### src/rtl/ysyx_mem_arbiter.sv
// Serialises IFU and LSU accesses onto one memory bus, with hung-access timeout.
// Define YSYX_ARB_RR_EN for round-robin tie-breaking; otherwise LSU wins ties.
module ysyx_mem_arbiter #(
  parameter int unsigned ADDR_W  = 32,
  parameter int unsigned DATA_W  = 32,
  parameter int unsigned TIMEOUT = 255,
  parameter int unsigned CNT_W   = 8
) (
  input  logic                clk,
  input  logic                rst,
  input  logic [ADDR_W-1:0]   ifu_araddr,
  input  logic                ifu_arvalid,
  output logic [DATA_W-1:0]   ifu_rdata,
  output logic                ifu_rvalid,
  input  logic [ADDR_W-1:0]   lsu_araddr,
  input  logic                lsu_arvalid,
  input  logic [ADDR_W-1:0]   lsu_awaddr,
  input  logic                lsu_awvalid,
  input  logic [DATA_W-1:0]   lsu_wdata,
  input  logic [DATA_W/8-1:0] lsu_wstrb,
  output logic [DATA_W-1:0]   lsu_rdata,
  output logic                lsu_rvalid,
  output logic                lsu_bvalid,
  output logic                rsp_err,
  output logic                mem_req_valid,
  input  logic                mem_req_ready,
  output logic                mem_req_we,
  output logic [ADDR_W-1:0]   mem_req_addr,
  output logic [DATA_W-1:0]   mem_req_wdata,
  output logic [DATA_W/8-1:0] mem_req_wstrb,
  input  logic                mem_rsp_valid,
  input  logic [DATA_W-1:0]   mem_rsp_rdata
);

  localparam int unsigned      STRB_W   = DATA_W / 8;
  localparam logic             TMO_EN   = (TIMEOUT != 0);
  localparam logic [CNT_W-1:0] TMO_LAST = CNT_W'(TIMEOUT - 1);
  localparam logic             OWN_IFU  = 1'b0;
  localparam logic             OWN_LSU  = 1'b1;

  typedef enum logic [1:0] {IDLE, REQ, RSP} state_t;

  state_t           state, state_nx;
  logic             owner, owner_nx;
  logic             is_write, is_write_nx;
  logic             orphan, orphan_nx;
  logic             last_owner, last_owner_nx;
  logic [CNT_W-1:0] timer, timer_nx;
  logic             done, err;
  logic             lsu_req, grant_lsu, tmo_hit, rsp_hit, in_req, req_wr;

  assign lsu_req = lsu_arvalid | lsu_awvalid;
  assign tmo_hit = TMO_EN & (timer >= TMO_LAST);
  // A response that belongs to an abandoned access is swallowed, not routed.
  assign rsp_hit = mem_rsp_valid & ~orphan;

`ifdef YSYX_ARB_RR_EN
  assign grant_lsu = lsu_req & (~ifu_arvalid | (last_owner == OWN_IFU));
`else
  assign grant_lsu = lsu_req;
`endif

  always_ff @(posedge clk or negedge rst) begin
    if (!rst) begin
      state      <= IDLE;
      owner      <= OWN_LSU;
      is_write   <= 1'b0;
      timer      <= '0;
      orphan     <= 1'b0;
      last_owner <= OWN_LSU;
    end else begin
      state      <= state_nx;
      owner      <= owner_nx;
      is_write   <= is_write_nx;
      timer      <= timer_nx;
      orphan     <= orphan_nx;
      last_owner <= last_owner_nx;
    end
  end

  always_comb begin
    state_nx      = state;
    owner_nx      = owner;
    is_write_nx   = is_write;
    timer_nx      = timer;
    orphan_nx     = orphan & ~mem_rsp_valid;
    last_owner_nx = last_owner;
    done          = 1'b0;
    err           = 1'b0;
    case (state)
      IDLE: begin
        if (lsu_req | ifu_arvalid) begin
          state_nx    = REQ;
          timer_nx    = '0;
          owner_nx    = grant_lsu ? OWN_LSU : OWN_IFU;
          is_write_nx = grant_lsu & lsu_awvalid;
        end
      end
      REQ: begin
        timer_nx = timer + CNT_W'(1);
        if (mem_req_ready) begin
          state_nx = RSP;
        end else if (tmo_hit) begin
          done     = 1'b1;
          err      = 1'b1;
          state_nx = IDLE;
        end
      end
      RSP: begin
        timer_nx = timer + CNT_W'(1);
        if (rsp_hit) begin
          done     = 1'b1;
          state_nx = IDLE;
        end else if (tmo_hit) begin
          done      = 1'b1;
          err       = 1'b1;
          orphan_nx = 1'b1;
          state_nx  = IDLE;
        end
      end
      default: state_nx = IDLE;
    endcase
    if (done) last_owner_nx = owner;
  end

  // Request fields follow the owner's held inputs while in REQ, zero otherwise.
  assign in_req        = (state == REQ);
  assign req_wr        = in_req & is_write;
  assign mem_req_valid = in_req;
  assign mem_req_we    = req_wr;
  assign mem_req_addr  = !in_req             ? '0 :
                         (owner == OWN_IFU)  ? ifu_araddr :
                         is_write            ? lsu_awaddr : lsu_araddr;
  assign mem_req_wdata = req_wr ? lsu_wdata : '0;
  assign mem_req_wstrb = req_wr ? lsu_wstrb : STRB_W'(0);

  assign ifu_rvalid = done & (owner == OWN_IFU);
  assign lsu_rvalid = done & (owner == OWN_LSU) & ~is_write;
  assign lsu_bvalid = done & (owner == OWN_LSU) & is_write;
  assign rsp_err    = err;
  assign ifu_rdata  = (ifu_rvalid & ~err) ? mem_rsp_rdata : '0;
  assign lsu_rdata  = (lsu_rvalid & ~err) ? mem_rsp_rdata : '0;

endmodule

### config.mk
export PLATFORM = sky130hd
export DESIGN_NAME = ysyx_mem_arbiter
export DESIGN_NICKNAME = d
export VERILOG_FILES = /design/src/rtl/ysyx_mem_arbiter.sv
export SDC_FILE = /design/constraint.sdc
export NUM_CORES = 1
export LEC_CHECK = 0
export ABC_AREA = 1
export CAP_MARGIN = 20
export CORE_AREA = 2 2 120 122
export DETAILED_ROUTE_END_ITERATION = 6
export DIE_AREA = 0 0 122 124
export SLEW_MARGIN = 40
export SYNTH_ARGS = -nofsm -noshare
export SYNTH_HDL_FRONTEND = slang
export SYNTH_SLANG_ARGS = --single-unit
### constraint.sdc
create_clock -name clk -period 2.4 [get_ports clk]
set_input_delay 0.36 -clock clk [delete_from_list [all_inputs] [get_ports clk]]
set_output_delay 0.36 -clock clk [all_outputs]
set_load 0.005 [all_outputs]
; After elaboration in Yosys (flattened, before gate mapping)
; Index checks and enable logic that the tools add are counted.
[totals]
wordCells = 56
register_bits = 13
output_inout_bits = 138
[classes]
muxes = 24
n_lt_le_gt_ge = 1
n_eq_ne = 3
reduce_logical = 5
n_bitwise = 17
addsub = 1
[ops]
columns = operator, n
row1 = $mux W32, 6
row2 = $pmux W8 S2, 1
row3 = $and A1 B1 Y1, 10
row4 = $add A8 B1 Y8 const B, 1
row5 = $ge A8 B8 Y1 const B, 1
row6 = $mux W1, 8
row7 = $mux W2, 4
row8 = $mux W8, 1
row9 = $pmux W2 S3, 1
row10 = $not A1 Y1, 5
row11 = $mux W4, 1
row12 = $pmux W1 S2, 2
row13 = $reduce_and A2 Y1, 2
row14 = $eq A2 B1 Y1 const B, 1
row15 = $eq A2 B2 Y1 const B, 1
row16 = $logic_not A2 Y1, 1
row17 = $ne A2 B2 Y1 const B, 1
row18 = $or A1 B1 Y1, 2
row19 = $reduce_bool A2 Y1, 1
row20 = $reduce_or A2 Y1, 1

; Logic depth before layout (Yosys ltp)
; Gate-level depths: netlist of run 1.
[depth]
ltp_word = 8
ltp_mapped = 10

; Least setup slack after synthesis of run 1
; OpenSTA, ideal clock, no wires.
[synth_path]
path_type = flip-flop to output port
start = register state[0]
end = output lsu_rdata[22]
path_slack_ps = 477
t_arrival_ps = 1563
stages_incl_launch_ff = 9
n_path_buf = 2
required_time_ps = 2040
cell_sequence = dfrtp_1 > inv_1 > ha_1 > buf_2 > inv_1 > a21oi_4 > nand4_4 > buf_6 > nor3_2
[synth_via]
elab_chain_len = 6
word_cells_on_any_way = 9
cone_classes = eq/ne: 2 / mux: 3 / bitwise: 4
[synth_lines]
columns = element, line
row1 = start: declaration, 43  ; state_t state, state_nx;
row2 = start signal: assignment, 72  ; state <= state_nx;
row3 = $eq A2 B2 Y1 or $eq A2 B1 Y1 (tied branches), 90  ; case (state)
row4 = $pmux W1 S2, 90
row5 = $and A1 B1 Y1 (2 in a row), 138  ; assign lsu_rvalid = done & (owner == OWN_LSU) & ~is_write;
row6 = $and A1 B1 Y1 *, 142  ; assign lsu_rdata = (lsu_rvalid & ~err) ? mem_rsp_rdata : '0;
row7 = $mux W32 *, 142
row8 = end: declaration, 21  ; output logic [DATA_W-1:0] lsu_rdata,
; Every way passes the cells marked *; elsewhere a longest branch is shown, timed or not.

; Worst setup path in the final report of run 1
[layout_path]
start = register timer[0]
end = output lsu_rdata[6]
[layout_via]
elab_chain_len = 8
word_cells_on_any_way = 12
cone_classes = order compare: 1 / mux: 7 / bitwise: 4
[layout_lines]
columns = element, line
row1 = start: declaration, 48  ; logic [CNT_W-1:0] timer, timer_nx;
row2 = start signal: assignment, 75  ; timer <= timer_nx;
row3 = $ge A8 B8 Y1 *, 53  ; assign tmo_hit = TMO_EN & (timer >= TMO_LAST);
row4 = $mux W1 *, "103, 114"
row5 = $mux W1 (on tied branches), "111, 101"
row6 = $pmux W1 S2, 90
row7 = $and A1 B1 Y1 (2 in a row), 138
row8 = $and A1 B1 Y1 *, 142
row9 = $mux W32 *, 142
; Marked as above.

==> results of run 1 <==
==> per-stage QoR <==
stage	area [um2]	total power, uW
after global placement	6210	3844
after detailed placement	6210	3887
after floorplan	2904	1947
after global routing	6777	5028
final	6777	4629
after CTS	6455	4548
==> kinds of logic after synthesis <==
group / synth area share
flip-flops: 0.1125
AO/OA/AOI/OAI: 0.1146
XOR/XNOR: 0.003016
AND/OR/NAND/NOR: 0.4998
adder cells (fa/ha/maj): 0.02585
buffers and inverters: 0.2443
==> layout make-up <==
| class | count | area [um2] |
|---|---|---|
| inverters | 127 | 476.7 |
| repair buffers | 374 | 3704 |
| fillers | 1365 | 6943 |
| well taps | 180 | 225.2 |
| flip-flops and latches | 13 | 327.8 |
| multi-input cells | 311 | 1964 |
| clock buffers | 4 | 78.83 |
==> routing by layer <==
metal,routed length (um),share of wire,global-route usage
met2,8238,0.51,0.3348
met5,0,0,0
met1,6243,0.39,0.2177
met3,1282,0.080,0.03938
met4,246,0.015,0.03951
==> layout by cell type, fill, tap and decap left out, types with 5 or more instances in the layout <==
cell | Yosys | routed
buf_4 | 4 | 35
inv_1 | 125 | 121
o21ai_0 | 10 | 10
nand2_1 | 95 | 92
nor3_2 | 58 | 59
dlygate4sd2_1 | 0 | 19
clkbuf_2 | 0 | 29
inv_2 | 1 | 5
buf_12 | 0 | 9
nor2_1 | 43 | 40
clkbuf_16 | 0 | 6
dlymetal6s2s_1 | 0 | 44
nand4_1 | 7 | 7
nand3_1 | 42 | 42
clkdlybuf4s50_1 | 0 | 192
dfrtp_1 | 12 | 11
buf_6 | 9 | 13
o211ai_1 | 32 | 32
buf_2 | 12 | 20
==> sequential cells by signal, indices dropped and copies added (netlist names) <==
register,flops
orphan,1
state,2
timer,8
owner,1
is_write,1
==> worst paths after layout <==
check | from | endpoint | slack [ns] | depth (start not counted)
max in group asynchronous | rst | timer[1] | 1.47 | 1
min in group clk | orphan | orphan | 0.56 | 2
worst max register to register | state[0] | timer[1] | 0.78 | 7
worst min-delay path | rst | timer[7] | 0.50 | 1
worst min register to register | orphan | orphan | 0.56 | 2
worst max-delay path | timer[0] | lsu_rdata[6] | -0.1 | 10
==> power by group through the flow <==
stage | sequential, uW | clock, uW | combinational, uW
floorplan | 340 | 0 | 1610
global placement | 346 | 0 | 3500
detailed placement | 349 | 0 | 3540
CTS | 351 | 330 | 3870
global route | 363 | 341 | 4320
finish | 358 | 322 | 3950
==> critical path, cell delays in order, from the launching register on <==
cell and delay [ns]:
dfrtp_1 0.39, inv_2 0.09, ha_4 0.13, nor2_4 0.03
nor2_2 0.09, nand2_2 0.12, nand2_4 0.10, nand4_4 0.13
buf_6 0.18, nor3_2 0.11, clkdlybuf4s50_1 0.51
==> repair_timing <==
item | in CTS | in global routing
pin swaps | 3 | 7
resized for setup | 126 | 168
setup endpoints to repair | 137 | 121
buffers inserted | 14 | 27
cloned | 4 | 3
==> flow_summary.ini, run 1 <==
[final_layout]
fin_nets = 1007
fin_cells = 1009
drive_gt1_frac = 0.2437
area_delta_synth_final_pct = 133.3
post-route-util = 0.4939
diodes = 0

[synthesis]
ys_top_cells_by_area = nor3_2 20%, inv_1 16%, nand2_1 12%, dfrtp_1 10%, o211ai_1 8.3%
synth_cells = 487
yosys.area.top_type = nor3_2
synthTopCellsByCount = 125 x inv_1, 95 x nand2_1, 58 x nor3_2
async_flop_share = 1.000
synth_cell_type_count = 29
yosysMostFrequentCell = inv_1
ys.flop_type = dfrtp_1
ys_warn_count = 0
ys_ff_latch = 13
synth_nets = 664
yosysSeqAreaShare = 0.1125
synth_edf_count = 0
synth.avg_cell_area_um2 = 5.963
synthDominantCellAreaShare = 0.1999
syn_area_um2 = 2904

[timing]
setup_viol = 1
min_period_ns = 2.496
min_period_over_period = 1.040
hold_viol = 0
drv_slew = 0
clock.fmax_ghz = 0.4006
tightest_slew_ns = 0.6030
tns_ns = -0.09636
finalClockSkew_ns = 0.003192
worst_slack_ns = -0.09636
rsz0062_at_grt = true
relSlewSlack = 0.5967
whs_ns = 0.4955

[power]
switching_share = 0.4468
combinationalPowerShare = 0.853
vdd_drop_max_uv = 421.2
leakage_uw = 0.004205
powerDensity_nw_per_um2 = 683.1
p_int_uw = 2561
p_seq_frac = 0.077
p_sw_uw = 2068
clockPowerShare = 0.070

[placement]
dp_cells = 959
gp_congestion = 0.7839
port_buffers = 308
dp_hpwl_um = 11780
dp_slack_ns = -0.1293

[clock_tree]
hold_buffers = 0
clk_latency_ns = 0.25
cts_max_level = 1
clkTransAtPathRegs_ns = 0.05
cts_tree = done
root_buffer = clkbuf_16
cts_buffer_depth = 2
clkSinkCount = 13
cts_buffers = 3

[floorplanning]
dieWidth_um = 122
dieArea_um2 = 15130
io_pins = 309
core_um2 = 13720
start_util = 0.2117
rows = 43
die_h_um = 124

[grt]
grt_max_degree = 66
grtUsageTotal = 0.1825
grt_pass1_vias = 4027
grt_pass1_wl_um = 21700
antenna_found_initial = 0
gr-total-overflow = 0

[critical_path]
cp-end-kind = output pin
path_max_fanout = 10
crit_type = reg -> out
arrival_ns = 2.14
required_ns = 2.04
worstSetupStartpointType = flop

[detailed_routing]
drc = 0
vias = 4325
dr.pass1.iters = 4
routed_wl_um = 16010
ant_nets = 0
drtIter0Drc = 193
avgViaCountPerCell = 4.286
wire_per_inst_um = 15.87

[run_status]
violations = negative setup slack
status = complete, but fails checks

[min_path]
hold_class = in -> async

[job]
maxCapViolCount = 0
(Power assumes the default switching activity.)
==> run 2: changes to the inputs <==
--- a/config.mk
+++ b/config.mk
@@ -10,6 +10,7 @@
 export CORE_AREA = 2 2 120 122
 export DETAILED_ROUTE_END_ITERATION = 6
 export DIE_AREA = 0 0 122 124
+export DONT_BUFFER_PORTS = 1
 export SLEW_MARGIN = 40
 export SYNTH_ARGS = -nofsm -noshare
 export SYNTH_HDL_FRONTEND = slang
==> flow_summary.ini, run 2 (synthesis gave the netlist of run 1 again) <==
[detailed_routing]
drtIter0Drc = 214
routed_wl_um = 11330
avgViaCountPerCell = 4.753
wire_per_inst_um = 16.79
ant_nets = 0
drc = 0
dr.pass1.iters = 4
vias = 3208

[power]
p_sw_uw = 1705
powerDensity_nw_per_um2 = 867.5
combinationalPowerShare = 0.761
vdd_drop_max_uv = 312.9
clockPowerShare = 0.109
leakage_uw = 0.001941
p_int_uw = 1266
switching_share = 0.5738
p_seq_frac = 0.131

[grt]
antenna_found_initial = 3
gr-total-overflow = 0
grtUsageTotal = 0.1191
grt_pass1_wl_um = 13810
grt_max_degree = 61
grt_pass1_vias = 2448

[final_layout]
reg_top3 = timer (8), state (2)
mostFrequentLayoutCells = 123 x inv_1, 92 x nand2_1, 59 x nor3_2, 43 x nor2_1, 42 x nand3_1
final_common_cell = inv_1
nFillCells = 1533
top_register = timer
post-route-util = 0.2496
largest_reg_flops = 8
fin_nets = 671
fin_area_um2 = 3425
area_delta_synth_final_pct = 17.92
drive_gt1_frac = 0.2353

[floorplanning]
rows = 43
core_um2 = 13720
start_util = 0.2117
io_pins = 309
dieWidth_um = 122
die_h_um = 124
dieArea_um2 = 15130

[timing]
tightest_slew_ns = 0.6235
setup_viol = 0
finalClockSkew_ns = 0.003416
min_period_ns = 2.305
clock.fmax_ghz = 0.4338
hold_viol = 0
drv_slew = 0
relSlewSlack = 0.5830
min_period_over_period = 0.9604

[clock_tree]
clkSinkCount = 13
cts_max_level = 1
root_buffer = clkbuf_16
cts_buffers = 3
clkTransAtPathRegs_ns = 0.05
clk_latency_ns = 0.25
cts_buffer_depth = 2
cts_tree = done

[job]
maxCapViolCount = 0

[critical_path]
crit_type = reg -> out
worstSetupStartpointType = flop
arrival_ns = 1.95
required_ns = 2.04
path_max_fanout = 7
cp-end-kind = output pin

[placement]
dp_hpwl_um = 8746
placed_cell_area_um2 = 3117
gp_congestion = 0.7430
port_buffers = 0

[min_path]
hold_class = in -> reg

[run_status]
status = complete, no violations
[run 2: changes by cell type in the layout (fill, tap and decap cells not counted), moves of 4 or more]
cell,change
buf_12,-4
clkdlybuf4s50_1,-192
buf_2,-20
buf_6,-8
buf_4,-13
dlygate4sd2_1,-19
clkbuf_2,-29
clkdlybuf4s15_1,-4
dlymetal6s2s_1,-44
[run 2: per-layer routing]
metal	global-route usage	vias to the layer above	routed length, um
li1	-	1526	-
met1	0.1650	1461	4724
met2	0.1830	212	5285
met3	0.03571	7	1242
met4	0.02371	2	68
met5	0	-	13
[run 2: power by group through the flow]
stage               sequential [uW]  combinational, uW  clock, uW
global route                    398               2560        339
detailed placement              391               2140          0
global placement                386               2140          0
CTS                             386               2160        328
finish                          388               2260        323
floorplan                       340               1610          0
[run 2: stage by stage]
| step | setup TNS (ns) | std cells | hold slack (ns) | total power, uW | worst slack [ns] |
|---|---|---|---|---|---|
| final | 0 | 675 | 0.2152 | 2971 | 0.09497 |
| after CTS | 0 | 658 | 0.2122 | 2873 | 0.01219 |
| after floorplan | 0 | 487 | 0.06441 | 1947 | 0.4773 |
| after global placement | 0 | 653 | 0.06463 | 2524 | 0.3214 |
| after global routing | -0.01121 | 673 | 0.2188 | 3299 | -0.003216 |
| after detailed placement | 0 | 653 | 0.06468 | 2534 | 0.2681 |
[run 2: layout make-up]
class                      instances  area, um2  share of cell area
timing repair buffer              36      396.6              0.1158
clock buffer                       4      78.83             0.02302
tap                              180      225.2             0.06577
multi-input combinational        313       1916              0.5594
antenna                            2      5.005            0.001461
inverter                         127      476.7              0.1392
sequential                        13      326.6             0.09536
[run 2: final timing paths]
kind	start	cells after the start	to	slack [ns]
worst min-delay path	mem_rsp_valid	1	orphan	0.22
max in group asynchronous	rst	1	state[1]	1.42
worst min register to register	orphan	2	orphan	0.56
min in group asynchronous	rst	1	timer[5]	0.57
worst max register to register	state[0]	7	timer[1]	0.75
worst max-delay path	state[0]	7	lsu_rdata[20]	0.09
[run 2: timing repair]
item                       4_1_cts  5_1_grt
setup buffers                    0        8
hold buffers                     1        0
hold endpoints to repair        13        0
gates resized for setup          0       16
setup endpoints to repair        0       74
[run 2: critical path, stage by stage, from the launching register on]
cell and delay, ns:
dfrtp_1 0.40, inv_2 0.08, ha_4 0.27, buf_6 0.13, nand2_2 0.10, nor2_4 0.40, clkbuf_16 0.25, nor3_2 0.05
==> run 3: changes to the inputs <==
--- a/config.mk
+++ b/config.mk
@@ -11,6 +11,8 @@
 export DETAILED_ROUTE_END_ITERATION = 6
 export DIE_AREA = 0 0 122 124
 export DONT_BUFFER_PORTS = 1
+export HOLD_SLACK_MARGIN = 0.12
+export SKIP_LAST_GASP = 1
 export SLEW_MARGIN = 40
 export SYNTH_ARGS = -nofsm -noshare
 export SYNTH_HDL_FRONTEND = slang
==> results of run 3 <==
The final DEF is identical to that of run 2; final timing and power are the same.
